### src/rtl/stall_pkg.sv
// -----------------------------------------------------------------------------
// stall_pkg
// Shared constants and helpers for the pipeline stall controller.
//   MD_MULT_CYCLES : busy period loaded for a multiply
//   MD_DIV_CYCLES  : busy period loaded for a divide
//   TUSE_NONE      : tuse encoding meaning "operand not read"
//   src_hazard()   : one source-vs-one-producer RAW hazard compare
// -----------------------------------------------------------------------------
package stall_pkg;

   localparam logic [3:0] MD_MULT_CYCLES = 4'd5;
   localparam logic [3:0] MD_DIV_CYCLES  = 4'd10;
   localparam logic [1:0] TUSE_NONE      = 2'd3;

   typedef enum logic {
      MD_OP_MULT = 1'b0,
      MD_OP_DIV  = 1'b1
   } md_op_e;

   // A read of src at tuse hazards against a producer writing dst with tnew
   // cycles left when the result arrives later than it is needed. $0 is never
   // a real dependency. TUSE_NONE can never lose to tnew (tnew <= 2), the
   // explicit test just makes the intent obvious.
   function automatic logic src_hazard(
      input logic [4:0] src,
      input logic [1:0] tuse,
      input logic [4:0] dst,
      input logic [1:0] tnew
   );
      logic w_hit;
      w_hit = (src != 5'd0) && (tuse != TUSE_NONE) && (src == dst) && (tnew > tuse);
      return w_hit;
   endfunction

endpackage

### src/rtl/md_busy_timer.sv
// -----------------------------------------------------------------------------
// md_busy_timer
// Down-counter modelling the occupancy of the multiply/divide unit.
// Ports:
//   clk   in  1  clock, posedge
//   reset in  1  synchronous, active-high; clears the count
//   start in  1  mult/div issued this cycle (ignored while busy)
//   op    in  1  0 = mult, 1 = div
//   busy  out 1  count is nonzero
// -----------------------------------------------------------------------------
module md_busy_timer
   import stall_pkg::*;
(
   input  logic clk,
   input  logic reset,
   input  logic start,
   input  logic op,
   output logic busy
);

   logic [3:0] r_md_cnt;
   logic [3:0] w_md_cnt_nxt;
   logic [3:0] w_load_val;

   // Next count: load only from idle, otherwise count down and stop at zero.
   // A start arriving while the count is still nonzero (including the last
   // busy cycle) is dropped; it neither reloads nor extends the period.
   always_comb begin
      w_load_val   = MD_MULT_CYCLES;
      w_md_cnt_nxt = r_md_cnt;
      if (md_op_e'(op) == MD_OP_DIV) begin
         w_load_val = MD_DIV_CYCLES;
      end else begin
         w_load_val = MD_MULT_CYCLES;
      end
      if (r_md_cnt == 4'd0) begin
         if (start) begin
            w_md_cnt_nxt = w_load_val;
         end else begin
            w_md_cnt_nxt = 4'd0;
         end
      end else begin
         w_md_cnt_nxt = r_md_cnt - 4'd1;
      end
   end

   // Count register with synchronous reset.
   always_ff @(posedge clk) begin
      if (reset) begin
         r_md_cnt <= 4'd0;
      end else begin
         r_md_cnt <= w_md_cnt_nxt;
      end
   end

   assign busy = (r_md_cnt != 4'd0);

endmodule

### src/rtl/stall_ctrl.sv
// -----------------------------------------------------------------------------
// stall_ctrl
// Decode-stage interlock: stalls F/D and bubbles E on RAW hazards against the
// E and M stage producers, and while the multiply/divide unit is occupied.
// Ports:
//   clk, reset               clock and synchronous active-high reset
//   D_rs_addr, D_rt_addr     D-stage source registers
//   D_rs_tuse, D_rt_tuse     cycles until each source is needed (3 = unused)
//   D_is_md                  D instruction uses HI/LO
//   E_dst_addr, E_tnew       E-stage producer and cycles until ready
//   M_dst_addr, M_tnew       M-stage producer and cycles until ready
//   E_md_start, E_md_op      mult/div issued in E (op: 0 = mult, 1 = div)
//   PC_WE, D_WE              write enables, low while stalled
//   E_clr                    bubble insert into E
//   md_busy                  mult/div unit occupied
//   stall_cnt (optional)     32-bit count of stalled cycles, wraps
// Configuration: define STALL_CTRL_PERF_EN to add the stall_cnt output.
// -----------------------------------------------------------------------------
module stall_ctrl
   import stall_pkg::*;
(
   input  logic        clk,
   input  logic        reset,
   input  logic [4:0]  D_rs_addr,
   input  logic [4:0]  D_rt_addr,
   input  logic [1:0]  D_rs_tuse,
   input  logic [1:0]  D_rt_tuse,
   input  logic        D_is_md,
   input  logic [4:0]  E_dst_addr,
   input  logic [1:0]  E_tnew,
   input  logic [4:0]  M_dst_addr,
   input  logic [1:0]  M_tnew,
   input  logic        E_md_start,
   input  logic        E_md_op,
   output logic        PC_WE,
   output logic        D_WE,
   output logic        E_clr,
   output logic        md_busy
`ifdef STALL_CTRL_PERF_EN
   ,
   output logic [31:0] stall_cnt
`endif
);

   logic w_md_busy;
   logic w_stall_rs;
   logic w_stall_rt;
   logic w_stall_md;
   logic w_stall;

   md_busy_timer u_md_busy_timer (
      .clk   (clk),
      .reset (reset),
      .start (E_md_start),
      .op    (E_md_op),
      .busy  (w_md_busy)
   );

   // Hazard decode. The outputs follow this decode even while reset is held;
   // reset only affects the mult/div count (and the perf counter).
   always_comb begin
      w_stall_rs = src_hazard(D_rs_addr, D_rs_tuse, E_dst_addr, E_tnew) ||
                   src_hazard(D_rs_addr, D_rs_tuse, M_dst_addr, M_tnew);
      w_stall_rt = src_hazard(D_rt_addr, D_rt_tuse, E_dst_addr, E_tnew) ||
                   src_hazard(D_rt_addr, D_rt_tuse, M_dst_addr, M_tnew);
      // A start in E this cycle has not reached the counter yet, so it must
      // block a HI/LO user in D directly.
      w_stall_md = D_is_md && (w_md_busy || E_md_start);
      w_stall    = w_stall_rs || w_stall_rt || w_stall_md;
   end

   assign PC_WE   = ~w_stall;
   assign D_WE    = ~w_stall;
   assign E_clr   = w_stall;
   assign md_busy = w_md_busy;

`ifdef STALL_CTRL_PERF_EN
   logic [31:0] r_stall_cnt;

   // Stalled-cycle counter; wraps naturally at 32 bits.
   always_ff @(posedge clk) begin
      if (reset) begin
         r_stall_cnt <= 32'd0;
      end else if (w_stall) begin
         r_stall_cnt <= r_stall_cnt + 32'd1;
      end else begin
         r_stall_cnt <= r_stall_cnt;
      end
   end

   assign stall_cnt = r_stall_cnt;
`endif

endmodule

### config.mk
export PLATFORM = sky130hd
export DESIGN_NAME = stall_ctrl
export DESIGN_NICKNAME = d
export VERILOG_FILES = /design/src/rtl/stall_pkg.sv /design/src/rtl/md_busy_timer.sv /design/src/rtl/stall_ctrl.sv
export SDC_FILE = /design/constraint.sdc
export NUM_CORES = 1
export LEC_CHECK = 0
export ABC_AREA = 1
export CORE_MARGIN = 1
export CORE_UTILIZATION = 38
export CTS_CLUSTER_SIZE = 24
export DETAILED_ROUTE_END_ITERATION = 6
export GPL_ROUTABILITY_DRIVEN = 0
export HOLD_SLACK_MARGIN = 0.05
export PLACE_DENSITY = 0.76
export RECOVER_POWER = 100
export SETUP_SLACK_MARGIN = 0.15
export SLEW_MARGIN = 10
export SYNTH_ARGS = -nofsm -noshare
export SYNTH_HDL_FRONTEND = slang
export SYNTH_SLANG_ARGS = --single-unit
### constraint.sdc
create_clock -name clk -period 1.95 [get_ports clk]
set_clock_uncertainty 0.2 [all_clocks]
set_input_delay 0.39 -clock clk [delete_from_list [all_inputs] [get_ports clk]]
set_output_delay 0.39 -clock clk [all_outputs]
set_load 0.02 [all_outputs]
Word level (Yosys, flattened, before mapping):

Cells that the tools add are included.

* register bits after elaboration: 4
* bits of input ports: 33
* output and inout port bits: 4
* word-level logic and storage cells: 36

* add/subtract/negate cells: 1
* order comparisons: 4
* equal/unequal tests: 6
* muxes and demuxes: 3
* bitwise logic cells: 1
* reductions and logical operators: 20

Operator list (number)
* == test 5 bit: 4
* two-way mux 4 bit: 3
* logical AND 1 bit: 11
* nonzero test 5 bit: 2
* > comparator 2 bit: 4
* logical OR 1 bit: 5
* logical NOT 4 bit: 1
* inequality test 2 bit (second input constant): 2
* nonzero test 4 bit: 1
* subtractor 4 x 1 -> 4 bit (second input constant): 1
* NOT 1 bit: 1

Depth between registers and ports, before layout:

* word-level depth: 8
* gate-level depth with buffers: 13
* mapped depth without buffers: 12

Hierarchy:

A second synthesis with hierarchy kept.

* cells, all modules: 162
* area total of the unflattened synthesis: 844.6 µm²

By module, submodules not included
* stall_ctrl: times used 1, cells each 131, area each 633.1 µm², seq. area each 0.0 µm²
* md_busy_timer: times used 1, cells each 31, area each 211.5 µm², seq. area each 80.1 µm²

Worst setup path before layout:

No wires, ideal clock.

* path type: input to output
* from: input D_rs_tuse[1]
* to: output PC_WE
* data arrival time: 1656 ps
* data required time: 1360 ps
* path slack: -296 ps
* cell stages on the path: 10
* buffers on the path: 1
* cell sequence: inv_1 -> ha_1 -> a21oi_1 -> nor2_1 -> nand3_1 -> nand2_1 -> nand2_1 -> nand2_1 -> nor2_1 -> buf_4

* longest elaborated chain between the ends: 8
* elaborated cells between the ends (all ways): 12
* those cells by class: 2 x order compare; 1 x eq/ne; 1 x bitwise; 8 x reduce/logical

Ends and longest elaborated chain
* start, declared: line stall_ctrl.sv:26 `input logic [1:0] D_rs_tuse,`
* inequality test 2 bit: line stall_pkg.sv:31 `w_hit = (src != 5'd0) && (tuse != TUSE_NONE) && (src == dst) && (tnew > tuse);`
* logical AND 1 bit (3 in a row): line stall_pkg.sv:31
* logical OR 1 bit (*): line stall_ctrl.sv:62 `w_stall_rs = src_hazard(D_rs_addr, D_rs_tuse, E_dst_addr, E_tnew) ||`
* logical OR 1 bit (*) (2 in a row): line stall_ctrl.sv:69 `w_stall = w_stall_rs || w_stall_rt || w_stall_md;`
* NOT 1 bit (*)
* end, declared: line stall_ctrl.sv:35 `output logic PC_WE,`

Mark *: on every way between the ends. The rest lies on a longest branch, timed or not.

Final worst setup path:

* from: input D_rt_tuse[1]
* to: output PC_WE

* longest elaborated chain between the ends: 8
* elaborated cells between the ends (all ways): 12
* those cells by class: 2 x order compare; 1 x eq/ne; 1 x bitwise; 8 x reduce/logical

Ends and longest elaborated chain
* start, declared: line stall_ctrl.sv:27 `input logic [1:0] D_rt_tuse,`
* inequality test 2 bit: line stall_pkg.sv:31
* logical AND 1 bit (3 in a row): line stall_pkg.sv:31
* logical OR 1 bit (*): line stall_ctrl.sv:64 `w_stall_rt = src_hazard(D_rt_addr, D_rt_tuse, E_dst_addr, E_tnew) ||`
* logical OR 1 bit (*) (2 in a row): line stall_ctrl.sv:69
* NOT 1 bit (*): line stall_ctrl.sv:72 `assign PC_WE = ~w_stall;`

Marked as above.

==> results_dict.tcl <==
set metrics [dict create \
    cts_root_buf "clkbuf_4" \
    arrival_ps 1620 \
    final_util 0.7048 \
    synth_nets 202 \
    yosysWarnings 0 \
    largest-register "u_md_busy_timer.r_md_cnt" \
    min_period_ps 2213 \
    multiInputGateArea_um2 738.2 \
    outcome "finished, violations left" \
    fill_cells 191 \
    hold_viol_final 0 \
    drt_iter0_drc 31 \
    post_synth.cell_area_avg_um2 5.249 \
    drt_wl_total_um 2456 \
    htreeDepth 1 \
    cts_tree "yes" \
    leakage_uw 0.0007792 \
    synthToLayoutAreaGrowth_pct 70.77 \
    fmax_mhz 451.9 \
    grt_pass1_vias 1104 \
    clock-sinks 4 \
    track_usage 0.2290 \
    p_per_area_nw_per_um2 689.8 \
    largestRegisters "u_md_busy_timer.r_md_cnt x4" \
    routedWlPerCell_um 10.50 \
    ioPinCount 37 \
    die-area_um2 2388 \
    yosysUniqueCellTypes 18 \
    ant_nets 0 \
    hold_path_class "reg -> reg" \
    clock_latency_ps 220 \
    die_w_um 48.87 \
    antenna_found_initial 0 \
    violations "negative setup slack" \
    drc 0 \
    fin_area_um2 1425 \
    antenna_cells 0 \
    ir_drop_v 0.0008420 \
    timing.final.crit_share 1.135 \
    viasPerCell 4.688 \
    grt_pass1_wl_um 4367 \
    die_y_um 48.87 \
    startpoint_type "primary input" \
    regArea_um2 82.58 \
    critPathKind "in -> out" \
    drive_above_1_share 0.2705 \
    syn-instance-count 159 \
    grt_max_degree 6 \
    vias 1097 \
    core_area_um2 2022 \
    largest_reg_flops 4 \
    fin_ws_ps -262.9 \
    port-buffer-count 36 \
    ys_seq_area_frac 0.09595 \
    first_pass_iters 4 \
    worstPathRequired_ps 1360 \
    worst_pin_slew_ps 173.3 \
    path_max_fanout 2 \
    hold_ws_ps 455.4 \
    slew_headroom 0.8836 \
    placed_area_um2 1391 \
    clkTransAtPathRegs_ps 30 \
    cp-startpoint "D_rt_tuse[1]" \
    cts_buffers 3 \
    num_rows 16 \
    grt_overflow_total 0 \
    start_util 0.4127 \
    rsz0062_at_grt "true" \
    finalSetupViolCount 3 \
    rr_startpoint "u_md_busy_timer.r_md_cnt[0]" \
    maxCapViolCount 0 \
    maxSlewViolCount 0 \
    worst_setup_path_end_kind "primary output" \
    syn-cell-area_um2 834.6 \
    ys_ff_latch 4 \
    setup_tns_ps -687.4 \
    hp-start "u_md_busy_timer.r_md_cnt[3]" \
    hpwl_um 2083 \
    clockBufferDepth 2 \
    nets 252 \
]
==> stage by stage <==
step / std cells / power, uW / setup slack [ps]
after floorplan: 159 / 542.9 / -61.34
after global placement: 230 / 835.6 / -1144
after detailed placement: 230 / 854.2 / -1144
after CTS: 234 / 1002 / -302.3
after global routing: 234 / 1094 / -362.7
final: 234 / 983.1 / -262.9
==> Yosys cell counts <==
master | instances | area share
o21ai_0 | 6 | 0.036
a21oi_1 | 6 | 0.036
xnor2_1 | 2 | 0.021
nor2_1 | 20 | 0.090
nor2_4 | 1 | 0.013
dfxtp_1 | 4 | 0.096
or2_1 | 1 | 0.0075
o21bai_1 | 4 | 0.036
xor2_1 | 1 | 0.010
nand2_1 | 58 | 0.26
nand4_1 | 2 | 0.015
buf_4 | 1 | 0.0090
nand3b_1 | 2 | 0.018
inv_2 | 2 | 0.0090
o21ai_2 | 1 | 0.010
inv_1 | 31 | 0.14
nand3_1 | 7 | 0.042
ha_1 | 10 | 0.15
==> metal layers <==
metal / track usage / wire, um / vias to the layer above / share of wire
li1: - / - / 584 / -
met1: 0.2603 / 1001 / 471 / 0.41
met2: 0.4282 / 1295 / 36 / 0.53
met3: 0.02804 / 106 / 6 / 0.043
met4: 0.08824 / 53 / 0 / 0.022
met5: 0 / 0 / - / 0
==> layout by cell type, fill, tap and decap left out, drive strengths merged, types with 4 or more instances in the layout <==
| cell type | instances |
|---|---|
| inv | 33 |
| clkbuf | 4 |
| nand3 | 7 |
| nor2 | 21 |
| o21ai | 7 |
| nand2 | 58 |
| o21bai | 4 |
| dfxtp | 4 |
| clkdlybuf4s50 | 4 |
| buf | 21 |
| dlygate4sd2 | 20 |
| a21oi | 6 |
| ha | 10 |
==> cells by family after synthesis <==
group | Yosys count | synth area share
and+or+nand+nor | 91 | 0.4468
buffers and inverters | 34 | 0.1574
AOI/OAI and AO/OA | 17 | 0.1184
xor gates and xnor gates | 3 | 0.03149
DFF | 4 | 0.09596
adders and majority gates | 10 | 0.1499
==> worst paths after layout <==
kind / end / slack (ps) / depth (start not counted)
worst max register to register: u_md_busy_timer.r_md_cnt[3] / 400 / 9
worst min-delay path: u_md_busy_timer.r_md_cnt[3] / 460 / 4
worst min register to register: u_md_busy_timer.r_md_cnt[3] / 460 / 4
worst max-delay path: PC_WE / -260 / 12
==> worst max-delay path: stages <==
cell	delay (ps)
buf_6	70
buf_6	110
inv_12	40
ha_4	250
inv_2	20
o21bai_1	140
nand3_1	110
nor2_2	110
nor2_1	60
nor2_2	150
nor2_4	50
buf_6	120
==> report_power, final <==
part | switching (uW) | internal, uW
sequential | 22.2 | 127
clock | 25.2 | 68.2
combinational | 376 | 364
==> repair_timing <==
| action | 4_1_cts | 5_1_grt |
|---|---|---|
| endpoints found under the setup margin | 4 | 4 |
| gates resized for setup | 95 | 11 |
| hold buffers | 0 | 0 |
| buffers inserted | 1 | 0 |
| pin swaps | 21 | 19 |
==> layout make-up <==
class	instances	share of cell area
sequential	4	0.05795
tap	27	0.02370
multi-input combinational	121	0.5180
timing repair buffer	46	0.2836
clock buffer	3	0.01580
inverter	33	0.1010
Note: power is estimated with default switching activity, not from simulation.
